### config.mk
export PLATFORM = sky130hd
export DESIGN_NAME = mc_controller_flat
export DESIGN_NICKNAME = d
export VERILOG_FILES = /design/src/rtl/mc_if.sv /design/src/rtl/mc_controller.sv /design/src/flat_wrapper.sv
export SDC_FILE = /design/constraint.sdc
export NUM_CORES = 1
export LEC_CHECK = 0
export CORE_ASPECT_RATIO = 0.75
export CORE_MARGIN = 3
export CORE_UTILIZATION = 35
export DETAILED_ROUTE_END_ITERATION = 10
export GPL_TIMING_DRIVEN = 0
export PLACE_DENSITY_LB_ADDON = 0.05
export SLEW_MARGIN = 20
export SYNTH_ARGS = -nofsm -noshare
export SYNTH_HDL_FRONTEND = slang
export SYNTH_SLANG_ARGS = --single-unit
### constraint.sdc
create_clock -name clk -period 1.51 [get_ports clk]
set_input_delay 0.302 -clock clk [delete_from_list [all_inputs] [get_ports clk]]
set_output_delay 0.302 -clock clk [all_outputs]
set_load 0.05 [all_outputs]
### src/rtl/mc_if.sv
// Controller bus interface: run/instruction/flag/memory-ready inputs plus
// all datapath control strobes and status outputs.
//   slave  : controller side (mc_controller)
//   master : driver side (datapath / testbench)
interface mc_if;
  logic        run;
  logic [15:0] instr;
  logic [3:0]  alu_flags;
  logic        mem_ready;
  logic        pc_we;
  logic        pc_src;
  logic        ir_we;
  logic        reg_src;
  logic        reg_write;
  logic [1:0]  alu_ctrl;
  logic        alu_src_imm;
  logic        mem_read;
  logic        mem_write;
  logic        mem_to_reg;
  logic [3:0]  flags;
  logic [2:0]  state;
  logic        halted;
  logic        illegal;

  modport slave (
    input  run, instr, alu_flags, mem_ready,
    output pc_we, pc_src, ir_we, reg_src, reg_write, alu_ctrl, alu_src_imm,
           mem_read, mem_write, mem_to_reg, flags, state, halted, illegal
  );

  modport master (
    output run, instr, alu_flags, mem_ready,
    input  pc_we, pc_src, ir_we, reg_src, reg_write, alu_ctrl, alu_src_imm,
           mem_read, mem_write, mem_to_reg, flags, state, halted, illegal
  );
endinterface

### src/rtl/mc_controller.sv
// Multi-cycle CPU control FSM (Moore).
// Ports:
//   clk    - rising-edge clock
//   rst_n  - asynchronous active-low reset
//   bus    - mc_if.slave: run, instr, alu_flags, mem_ready in;
//            PC/IR/regfile/ALU/memory strobes, latched flags, state,
//            halted and illegal out.
// All outputs decode from r_state/r_opcode/r_flags only, so reset clears
// them combinationally without waiting for a clock edge.
module mc_controller (
  input  logic clk,
  input  logic rst_n,
  mc_if.slave  bus
);

  localparam logic [2:0] ST_IDLE   = 3'd0;
  localparam logic [2:0] ST_FETCH  = 3'd1;
  localparam logic [2:0] ST_DECODE = 3'd2;
  localparam logic [2:0] ST_EXEC   = 3'd3;
  localparam logic [2:0] ST_MEM    = 3'd4;
  localparam logic [2:0] ST_WB     = 3'd5;
  localparam logic [2:0] ST_HALT   = 3'd6;

  localparam logic [3:0] OP_LDR  = 4'h4;
  localparam logic [3:0] OP_STR  = 4'h5;
  localparam logic [3:0] OP_B    = 4'h6;
  localparam logic [3:0] OP_BEQ  = 4'h7;
  localparam logic [3:0] OP_BNE  = 4'h8;
  localparam logic [3:0] OP_HALT = 4'hF;

  logic [2:0] r_state;
  logic [2:0] w_next;
  logic [3:0] r_opcode;
  logic [3:0] r_flags;

  logic w_is_alu, w_is_ldr, w_is_str, w_is_b, w_is_beq, w_is_bne;
  logic w_is_branch, w_is_halt, w_is_illegal, w_taken;
  logic w_unused_instr;

  // Only the opcode nibble is consumed here; the rest feeds the datapath.
  assign w_unused_instr = ^bus.instr[11:0];

  assign w_is_alu     = (r_opcode[3:2] == 2'b00);
  assign w_is_ldr     = (r_opcode == OP_LDR);
  assign w_is_str     = (r_opcode == OP_STR);
  assign w_is_b       = (r_opcode == OP_B);
  assign w_is_beq     = (r_opcode == OP_BEQ);
  assign w_is_bne     = (r_opcode == OP_BNE);
  assign w_is_branch  = w_is_b | w_is_beq | w_is_bne;
  assign w_is_halt    = (r_opcode == OP_HALT);
  assign w_is_illegal = ~(w_is_alu | w_is_ldr | w_is_str | w_is_branch | w_is_halt);
  // Z is flags[2]; uses the value latched by an earlier ALU instruction.
  assign w_taken      = w_is_b | (w_is_beq & r_flags[2]) | (w_is_bne & ~r_flags[2]);

  always_comb begin
    w_next = r_state;
    case (r_state)
      ST_IDLE:   w_next = bus.run ? ST_FETCH : ST_IDLE;
      // run=0 still completes this fetch, then parks in IDLE.
      ST_FETCH:  w_next = bus.run ? ST_DECODE : ST_IDLE;
      ST_DECODE: w_next = (w_is_halt | w_is_illegal) ? ST_HALT : ST_EXEC;
      ST_EXEC: begin
        if (w_is_alu)                   w_next = ST_WB;
        else if (w_is_ldr | w_is_str)   w_next = ST_MEM;
        else                            w_next = ST_FETCH;
      end
      ST_MEM: begin
        if (bus.mem_ready) w_next = w_is_ldr ? ST_WB : ST_FETCH;
        else               w_next = ST_MEM;
      end
      ST_WB:     w_next = ST_FETCH;
      ST_HALT:   w_next = ST_HALT;
      default:   w_next = ST_IDLE;  // code 7 recovers
    endcase
  end

  always_ff @(posedge clk or negedge rst_n) begin
    if (!rst_n) begin
      r_state  <= ST_IDLE;
      r_opcode <= 4'h0;
      r_flags  <= 4'h0;
    end else begin
      r_state <= w_next;
      if (r_state == ST_FETCH)
        r_opcode <= bus.instr[15:12];
      if ((r_state == ST_EXEC) && w_is_alu)
        r_flags <= bus.alu_flags;
    end
  end

  logic       w_pc_we, w_pc_src, w_ir_we, w_reg_src, w_reg_write;
  logic [1:0] w_alu_ctrl;
  logic       w_alu_src_imm, w_mem_read, w_mem_write, w_mem_to_reg;

  always_comb begin
    w_pc_we       = 1'b0;
    w_pc_src      = 1'b0;
    w_ir_we       = 1'b0;
    w_reg_src     = 1'b0;
    w_reg_write   = 1'b0;
    w_alu_ctrl    = 2'b00;
    w_alu_src_imm = 1'b0;
    w_mem_read    = 1'b0;
    w_mem_write   = 1'b0;
    w_mem_to_reg  = 1'b0;
    case (r_state)
      ST_FETCH: begin
        w_ir_we = 1'b1;
        w_pc_we = 1'b1;
      end
      // STR and compare-branches need rd on port A.
      ST_DECODE: w_reg_src = w_is_str | w_is_beq | w_is_bne;
      ST_EXEC: begin
        if (w_is_alu) w_alu_ctrl = r_opcode[1:0];
        if (w_is_ldr | w_is_str) w_alu_src_imm = 1'b1;
        if (w_is_branch & w_taken) begin
          w_pc_we  = 1'b1;
          w_pc_src = 1'b1;
        end
      end
      // Address computation (base + imm) stays stable for the whole access.
      ST_MEM: begin
        w_alu_src_imm = 1'b1;
        w_mem_read    = w_is_ldr;
        w_mem_write   = w_is_str;
      end
      ST_WB: begin
        w_reg_write  = 1'b1;
        w_mem_to_reg = w_is_ldr;
      end
      default: ;
    endcase
  end

  assign bus.pc_we       = w_pc_we;
  assign bus.pc_src      = w_pc_src;
  assign bus.ir_we       = w_ir_we;
  assign bus.reg_src     = w_reg_src;
  assign bus.reg_write   = w_reg_write;
  assign bus.alu_ctrl    = w_alu_ctrl;
  assign bus.alu_src_imm = w_alu_src_imm;
  assign bus.mem_read    = w_mem_read;
  assign bus.mem_write   = w_mem_write;
  assign bus.mem_to_reg  = w_mem_to_reg;
  assign bus.flags       = r_flags;
  assign bus.state       = r_state;
  assign bus.halted      = (r_state == ST_HALT);
  // Flag the bad opcode from decode onward while it is held in the HALT state.
  assign bus.illegal     = ((r_state == ST_DECODE) || (r_state == ST_HALT)) & w_is_illegal;

endmodule

### src/flat_wrapper.sv
// flat-port wrapper written by rule: the top's interface ports become plain ports
module mc_controller_flat 
  (clk, rst_n, bus_run, bus_instr, bus_alu_flags, bus_mem_ready, bus_pc_we, bus_pc_src, bus_ir_we, bus_reg_src, bus_reg_write, bus_alu_ctrl, bus_alu_src_imm, bus_mem_read, bus_mem_write, bus_mem_to_reg, bus_flags, bus_state, bus_halted, bus_illegal);
  mc_if bus_i ();
  input  logic clk;
  input  logic rst_n;
  input wire logic [$bits(bus_i.run)-1:0] bus_run;
  input wire logic [$bits(bus_i.instr)-1:0] bus_instr;
  input wire logic [$bits(bus_i.alu_flags)-1:0] bus_alu_flags;
  input wire logic [$bits(bus_i.mem_ready)-1:0] bus_mem_ready;
  output wire logic [$bits(bus_i.pc_we)-1:0] bus_pc_we;
  output wire logic [$bits(bus_i.pc_src)-1:0] bus_pc_src;
  output wire logic [$bits(bus_i.ir_we)-1:0] bus_ir_we;
  output wire logic [$bits(bus_i.reg_src)-1:0] bus_reg_src;
  output wire logic [$bits(bus_i.reg_write)-1:0] bus_reg_write;
  output wire logic [$bits(bus_i.alu_ctrl)-1:0] bus_alu_ctrl;
  output wire logic [$bits(bus_i.alu_src_imm)-1:0] bus_alu_src_imm;
  output wire logic [$bits(bus_i.mem_read)-1:0] bus_mem_read;
  output wire logic [$bits(bus_i.mem_write)-1:0] bus_mem_write;
  output wire logic [$bits(bus_i.mem_to_reg)-1:0] bus_mem_to_reg;
  output wire logic [$bits(bus_i.flags)-1:0] bus_flags;
  output wire logic [$bits(bus_i.state)-1:0] bus_state;
  output wire logic [$bits(bus_i.halted)-1:0] bus_halted;
  output wire logic [$bits(bus_i.illegal)-1:0] bus_illegal;
  assign bus_i.run = bus_run;
  assign bus_i.instr = bus_instr;
  assign bus_i.alu_flags = bus_alu_flags;
  assign bus_i.mem_ready = bus_mem_ready;
  assign bus_pc_we = bus_i.pc_we;
  assign bus_pc_src = bus_i.pc_src;
  assign bus_ir_we = bus_i.ir_we;
  assign bus_reg_src = bus_i.reg_src;
  assign bus_reg_write = bus_i.reg_write;
  assign bus_alu_ctrl = bus_i.alu_ctrl;
  assign bus_alu_src_imm = bus_i.alu_src_imm;
  assign bus_mem_read = bus_i.mem_read;
  assign bus_mem_write = bus_i.mem_write;
  assign bus_mem_to_reg = bus_i.mem_to_reg;
  assign bus_flags = bus_i.flags;
  assign bus_state = bus_i.state;
  assign bus_halted = bus_i.halted;
  assign bus_illegal = bus_i.illegal;
  mc_controller u_core (.clk(clk), .rst_n(rst_n), .bus(bus_i));
endmodule
==> metrics.cfg, run 1 <==
[setup_path]
crit_start = u_core.bus.state[2]
crit_required_ns = 1.21
cp-endpoint = bus_alu_ctrl[0]
end_kind = output pin
reg2regPathDepth = 5
crit_path_top_delay_cell = dfrtp_2
startpoint_type = register
reg2reg_slack_ns = -0.19
crit_family = simple AND/OR/NAND/NOR gates
worstSetupPathType = register to output pin
arrival_ns = 1.64
path_buf_inv = 2
cp_num_cells = 5
cpMostUsedCell = buf_6
crit-reg2reg-launch = u_core.bus.state[2]
r2r_end = u_core.bus.flags[2]
cp_slowest_stage_delay_ns = 0.42
crit_fanout = 3
crit_path_cell_trace = nand3b_1 > or3_1 > buf_6 > nor2_4 > buf_6

[clock_network]
clock_latency_ns = 0.27
clk_pin_slew_ns = 0.07
cts_buffer_depth = 2
cts_tree = yes
holdBufCountCts = 0
cts_buffers = 3
htree_levels = 1
cts.sinks = 11
cts_root_buf = clkbuf_4

[routing]
highest_layer = met4
drtIter0Drc = 28
wl_met1_um = 1110
wl_met2_um = 1510
wl_per_cell_um = 17.7
viasPerCell = 5.26
drt.antenna.violating_nets = 0
drt-total-wl_um = 2760
routed-via-count = 820
wl_met3_um = 130
drtPass1Iterations = 6
drc_errors = 0

[synth]
synth_area_um2 = 684
synthFlopType = dfrtp_1
synth_area_per_cell_um2 = 10.2
async_reset_ff_frac = 1.00
ys_seq_area_frac = 0.402
yosysTopAreaCell = dfrtp_1
yosysWarnings = 0
synth_edf_count = 0
synth_top_area_share = 0.402
synth.area.top_cells = dfrtp_1, mux2_4, mux2_2, nand2b_1, nor2b_1
synth_seq_cells = 11
synth_fp_nets = 91
ys_types = 34
synthCells = 67

[timing]
fmax_ghz = 0.515
finalClockSkew_ns = 0.00148
tns_ns = -4.70
worst_slack_ns = -0.430
hold_viol_final = 0
period_minus_slack_ns = 1.94
setup_viol = 18
max_slew.worst_pin.slew_ns = 0.514
finalCritPeriodShare = 1.28
rsz0062_at_grt = true
max_slew_margin = 0.657
slew_viol_final = 0

[pwr]
p_clk_frac = 0.058
p_per_area_nw_per_um2 = 2220
seq_power_share = 0.189
irDropWorstVdd_mv = 1.58
switching_share = 0.478
switchingPower_w = 0.00168
combinationalPowerShare = 0.752
power_leakage_nw = 0.715
power.internal_w = 0.00183

[floorplanning]
start_util = 0.383
core_um2 = 1790
die_w_um = 57.1
dieHeight_um = 44.3
top_level_ports = 44
dieArea_um2 = 2530
rows = 13

[placed_design]
detailed_place_hpwl_um = 1510
gp_congestion = 0.786
numPortBuffers = 31
place_ws_ns = -0.902

[global_routing]
grt_max_degree = 12
globalRouteOverflowTotal = 0
grt_usage = 0.215
grt_pass1_wl_um = 3980
grt_pass1_vias = 800
antenna_found_initial = 0

[flow_run]
cap_violations = 0

[layout]
final_nets = 159
drive_above_1_share = 0.701
area_growth_pct = 131
antenna_cells = 0
n_fill_cell = 78

[run_status]
violations = negative setup slack
status = finished with violations

[min_path]
hp-class = primary input to asynchronous set/reset pin

-- worst reg2reg max path, delay by kind of cell, from the launching register on --
| kind | cells | cell delay, ns |
|---|---|---|
| AND/OR/NAND/NOR | 2 | 0.55 |
| flip-flops | 1 | 0.42 |
| buffers and inverters | 2 | 0.31 |
| multiplexers | 1 | 0.30 |
-- cells by family (layout without fill, tap and decap cells) --
group                  after synthesis  after routing  share of synthesized area
AND/OR/NAND/NOR                     29             29                      0.285
multiplexers                         8              8                      0.154
AO/OA/AOI/OAI                       11             11                      0.110
buffers and inverters                8             75                     0.0494
flip-flops                          11             11                      0.402
-- placed cells by master (no fill, tap or decap), types with 2 or more instances in the layout --
cell type        count
nand3b_1             2
dfrtp_2              8
nor3b_1              2
dfrtp_1              3
buf_6               20
clkbuf_4             4
buf_8                5
nor2b_4              2
inv_1                2
clkdlybuf4s50_1     11
dlygate4sd2_1        4
nand2b_4             3
nor2_4               3
buf_4               24
nor3_4               3
nor4b_4              2
clkdlybuf4s15_1      2
mux2_4               8
-- timing repair --
action,CTS,global route
cloned,1,0
pin swaps,12,7
resized for setup,109,18
setup buffers,22,11
setup endpoints to repair,25,21
-- state kept, by name, summed over array words and instances, names as in the netlist --
signal and count:
u_core.r_opcode 4, u_core.bus.flags 4, u_core.bus.state 3
-- layer usage --
metal / track usage / vias to the layer above
met5: 0 / -
met3: 0.0554 / 2
li1: - / 383
met2: 0.405 / 29
met4: 0.0556 / 0
met1: 0.245 / 406
-- power groups by stage --
| stage | registers, W | clock network (W) | logic, W |
|---|---|---|---|
| floorplan | 0.000913 | 0 | 0.00117 |
| global placement | 0.000639 | 0 | 0.00190 |
| detailed placement | 0.000653 | 0 | 0.00192 |
| CTS | 0.000618 | 0.000208 | 0.00238 |
| global route | 0.000678 | 0.000220 | 0.00276 |
| finish | 0.000664 | 0.000205 | 0.00264 |
-- worst min path at each step --
stage / endpoint / slack (ns) / cells past startpoint
finish: u_core.bus.flags[1] / 0.37 / 1
global route: u_core.bus.flags[0] / 0.40 / 1
CTS: u_core.bus.flags[3] / 0.37 / 1
detailed placement: u_core.bus.flags[0] / 0.50 / 1
global placement: u_core.bus.flags[3] / 0.49 / 1
floorplan: u_core.bus.flags[0] / 0.006 / 0
-- synthesized netlist by cell type, types with 3 or more instances --
cell type	n
buf_2	3
nor2b_1	3
inv_1	3
nand2b_1	4
mux2_2	3
mux2_4	4
dfrtp_1	11
nor3_1	3
-- per-stage QoR --
stage	instance area, µm²	utilization	std cells	total power (W)	hold slack [ns]
floorplan	887	-	67	0.00208	0.00641
global placement	1220	0.685	120	0.00254	0.494
detailed placement	1220	0.685	120	0.00258	0.501
CTS	1470	0.822	147	0.00321	0.371
global route	1580	0.885	156	0.00366	0.396
finish	1580	0.885	156	0.00351	0.369
-- cell type report --
cell class | count | area (µm²) | area share
buffer | 4 | 48.8 | 0.0308
timing repair buffer | 64 | 609 | 0.385
clock buffer | 4 | 26.3 | 0.0166
multi-input combinational | 48 | 576 | 0.363
inverter | 3 | 11.3 | 0.00711
sequential | 11 | 285 | 0.180
tap | 22 | 27.5 | 0.0174
(Power assumes the default switching activity.)
==> run 2, diff against run 1 <==
CELL_PAD_IN_SITES_DETAIL_PLACEMENT = 1   (was not set)
CELL_PAD_IN_SITES_GLOBAL_PLACEMENT = 1   (was not set)
CORE_UTILIZATION = 25   (was 35)
SLEW_MARGIN = 25   (was 20)
==> metrics.cfg, run 2 (synthesis results as in run 1) <==
[setup_path]
reg2regPathDepth = 6  ; +1
crit_path_top_delay_cell = or3_4
startpoint_type = register
arrival_ns = 1.62  ; -0.02 ns
crit_required_ns = 1.21  ; about the same
cp_slowest_stage_delay_ns = 0.47  ; +0.05 ns
worstSetupPathType = register to output pin
crit_fanout = 3  ; unchanged
crit_path_cell_trace = nand3b_1 > or3_4 > nor2_4 > buf_6
end_kind = output pin

[clock_network]
cts_buffers = 3  ; unchanged
cts_buffer_depth = 2  ; unchanged
clk_pin_slew_ns = 0.07  ; about the same
clock_latency_ns = 0.27  ; about the same
holdBufCountCts = 0  ; unchanged
cts.sinks = 11  ; unchanged
cts_root_buf = clkbuf_4
htree_levels = 1  ; unchanged
cts_tree = yes

[timing]
slew_viol_final = 0  ; unchanged
rsz0062_at_grt = true
period_minus_slack_ns = 1.93  ; -0.0137 ns
max_slew_margin = 0.655  ; -0.00168
tns_ns = -6.23  ; -1.53 ns
hold_viol_final = 0  ; unchanged
setup_viol = 23  ; +5
worst_slack_ns = -0.417  ; +0.0137 ns
max_slew.worst_pin.slew_ns = 0.513  ; -0.000258 ns
finalClockSkew_ns = 0.00217  ; +0.000682 ns
fmax_ghz = 0.519  ; +0.71%
finalCritPeriodShare = 1.28  ; -0.00907

[global_routing]
grt_pass1_vias = 848  ; +6.0%
grt_max_degree = 12  ; unchanged
antenna_found_initial = 0  ; unchanged
grt_pass1_wl_um = 4150  ; +4.3%
globalRouteOverflowTotal = 0  ; unchanged
grt_usage = 0.163  ; -0.0516

[placed_design]
detailed_place_hpwl_um = 1630  ; +8.2%
numPortBuffers = 31  ; unchanged
dp_cells = 132  ; +10%
gp_congestion = 0.688  ; -13%
place_ws_ns = -0.928  ; -0.0267 ns

[layout]
final_cell_mix = buf_4, buf_6, clkdlybuf4s50_1
drive_above_1_share = 0.705  ; +0.00305
fin_cells = 166  ; +6.4%
antenna_cells = 0  ; unchanged
post-route-util = 0.639  ; -0.246
final_nets = 157  ; -1.3%
area_growth_pct = 128
layout_commonest_cell = buf_4

[floorplanning]
start_util = 0.281  ; -0.102
dieArea_um2 = 3410  ; +35%
core_um2 = 2440  ; +36%
top_level_ports = 44  ; unchanged
rows = 15  ; +2
dieHeight_um = 51.3  ; +16%
die_w_um = 66.4  ; +16%

[pwr]
report.power.total_w = 0.00339  ; -3.4%
irDropWorstVdd_mv = 0.992  ; -37%
p_per_area_nw_per_um2 = 2170  ; -1.9%
power_leakage_nw = 0.700  ; -2.2%

[routing]
drtIter0Drc = 52  ; +86%
drtPass1Iterations = 4  ; -2
drt-total-wl_um = 2820  ; +2.1%
routed-via-count = 803  ; -2.1%
drc_errors = 0  ; unchanged
wl_per_cell_um = 17.0  ; -4.1%
viasPerCell = 4.84  ; -8.0%
drt.antenna.violating_nets = 0  ; unchanged

[run_status]
status = finished with violations
violations = negative setup slack

[flow_run]
cap_violations = 0  ; unchanged

[min_path]
hp-class = primary input to asynchronous set/reset pin

[run 2: final cells by class]
type                            instances  area [µm²]
Clock buffer                            4        26.3
Fill cell                             266         880
Buffer                                  3        40.0
Inverter                                3        13.8
Sequential cell                        11         284
Tap cell                               34        42.5
Timing Repair Buffer                   63         592
Multi-Input combinational cell         48         562
[run 2: report_power, final]
group / internal [W] / switching [W]
logic: 0.00120 / 0.00136
registers: 0.000457 / 0.000171
clock network: 0.000102 / 0.0000963
[run 2: final timing paths]
path,start,endpoint,slack (ns)
worst max-delay path,u_core.bus.state[2],bus_alu_ctrl[1],-0.42
worst min-delay path,rst_n,u_core.bus.flags[3],0.37
worst max register to register,u_core.bus.state[2],u_core.bus.flags[1],-0.36
worst min register to register,u_core.bus.flags[0],u_core.bus.flags[0],0.51
max in group asynchronous,rst_n,u_core.r_opcode[1],0.78
min in group clk,u_core.bus.flags[0],u_core.bus.flags[0],0.51
[run 2: per-stage QoR]
step	hold WS, ns	instance area [µm²]
after floorplan	0.00641	887
after global placement	0.494	1240
after detailed placement	0.497	1240
after global routing	0.381	1560
final	0.365	1560
after CTS	0.374	1500
[run 2: worst max-delay path, delay by kind of cell, from the launching register on]
kind          cells  cell delay [ns]
buf+inv           1             0.16
flops             1             0.40
simple gates      3             0.80
[run 2: metal layers]
layer / vias up / track usage / part of all wire
met1: 405 / 0.204 / 0.46
met4: 0 / 0.0203 / 0
met3: 0 / 0.0440 / 0.045
met2: 21 / 0.288 / 0.49
li1: 377 / - / -
met5: - / 0 / 0
[run 2: what timing repair did]
action,CTS,global route
setup endpoints to repair,25,25
pin swaps,12,7
setup buffers,23,9
resized for setup,116,9
gates cloned,1,0
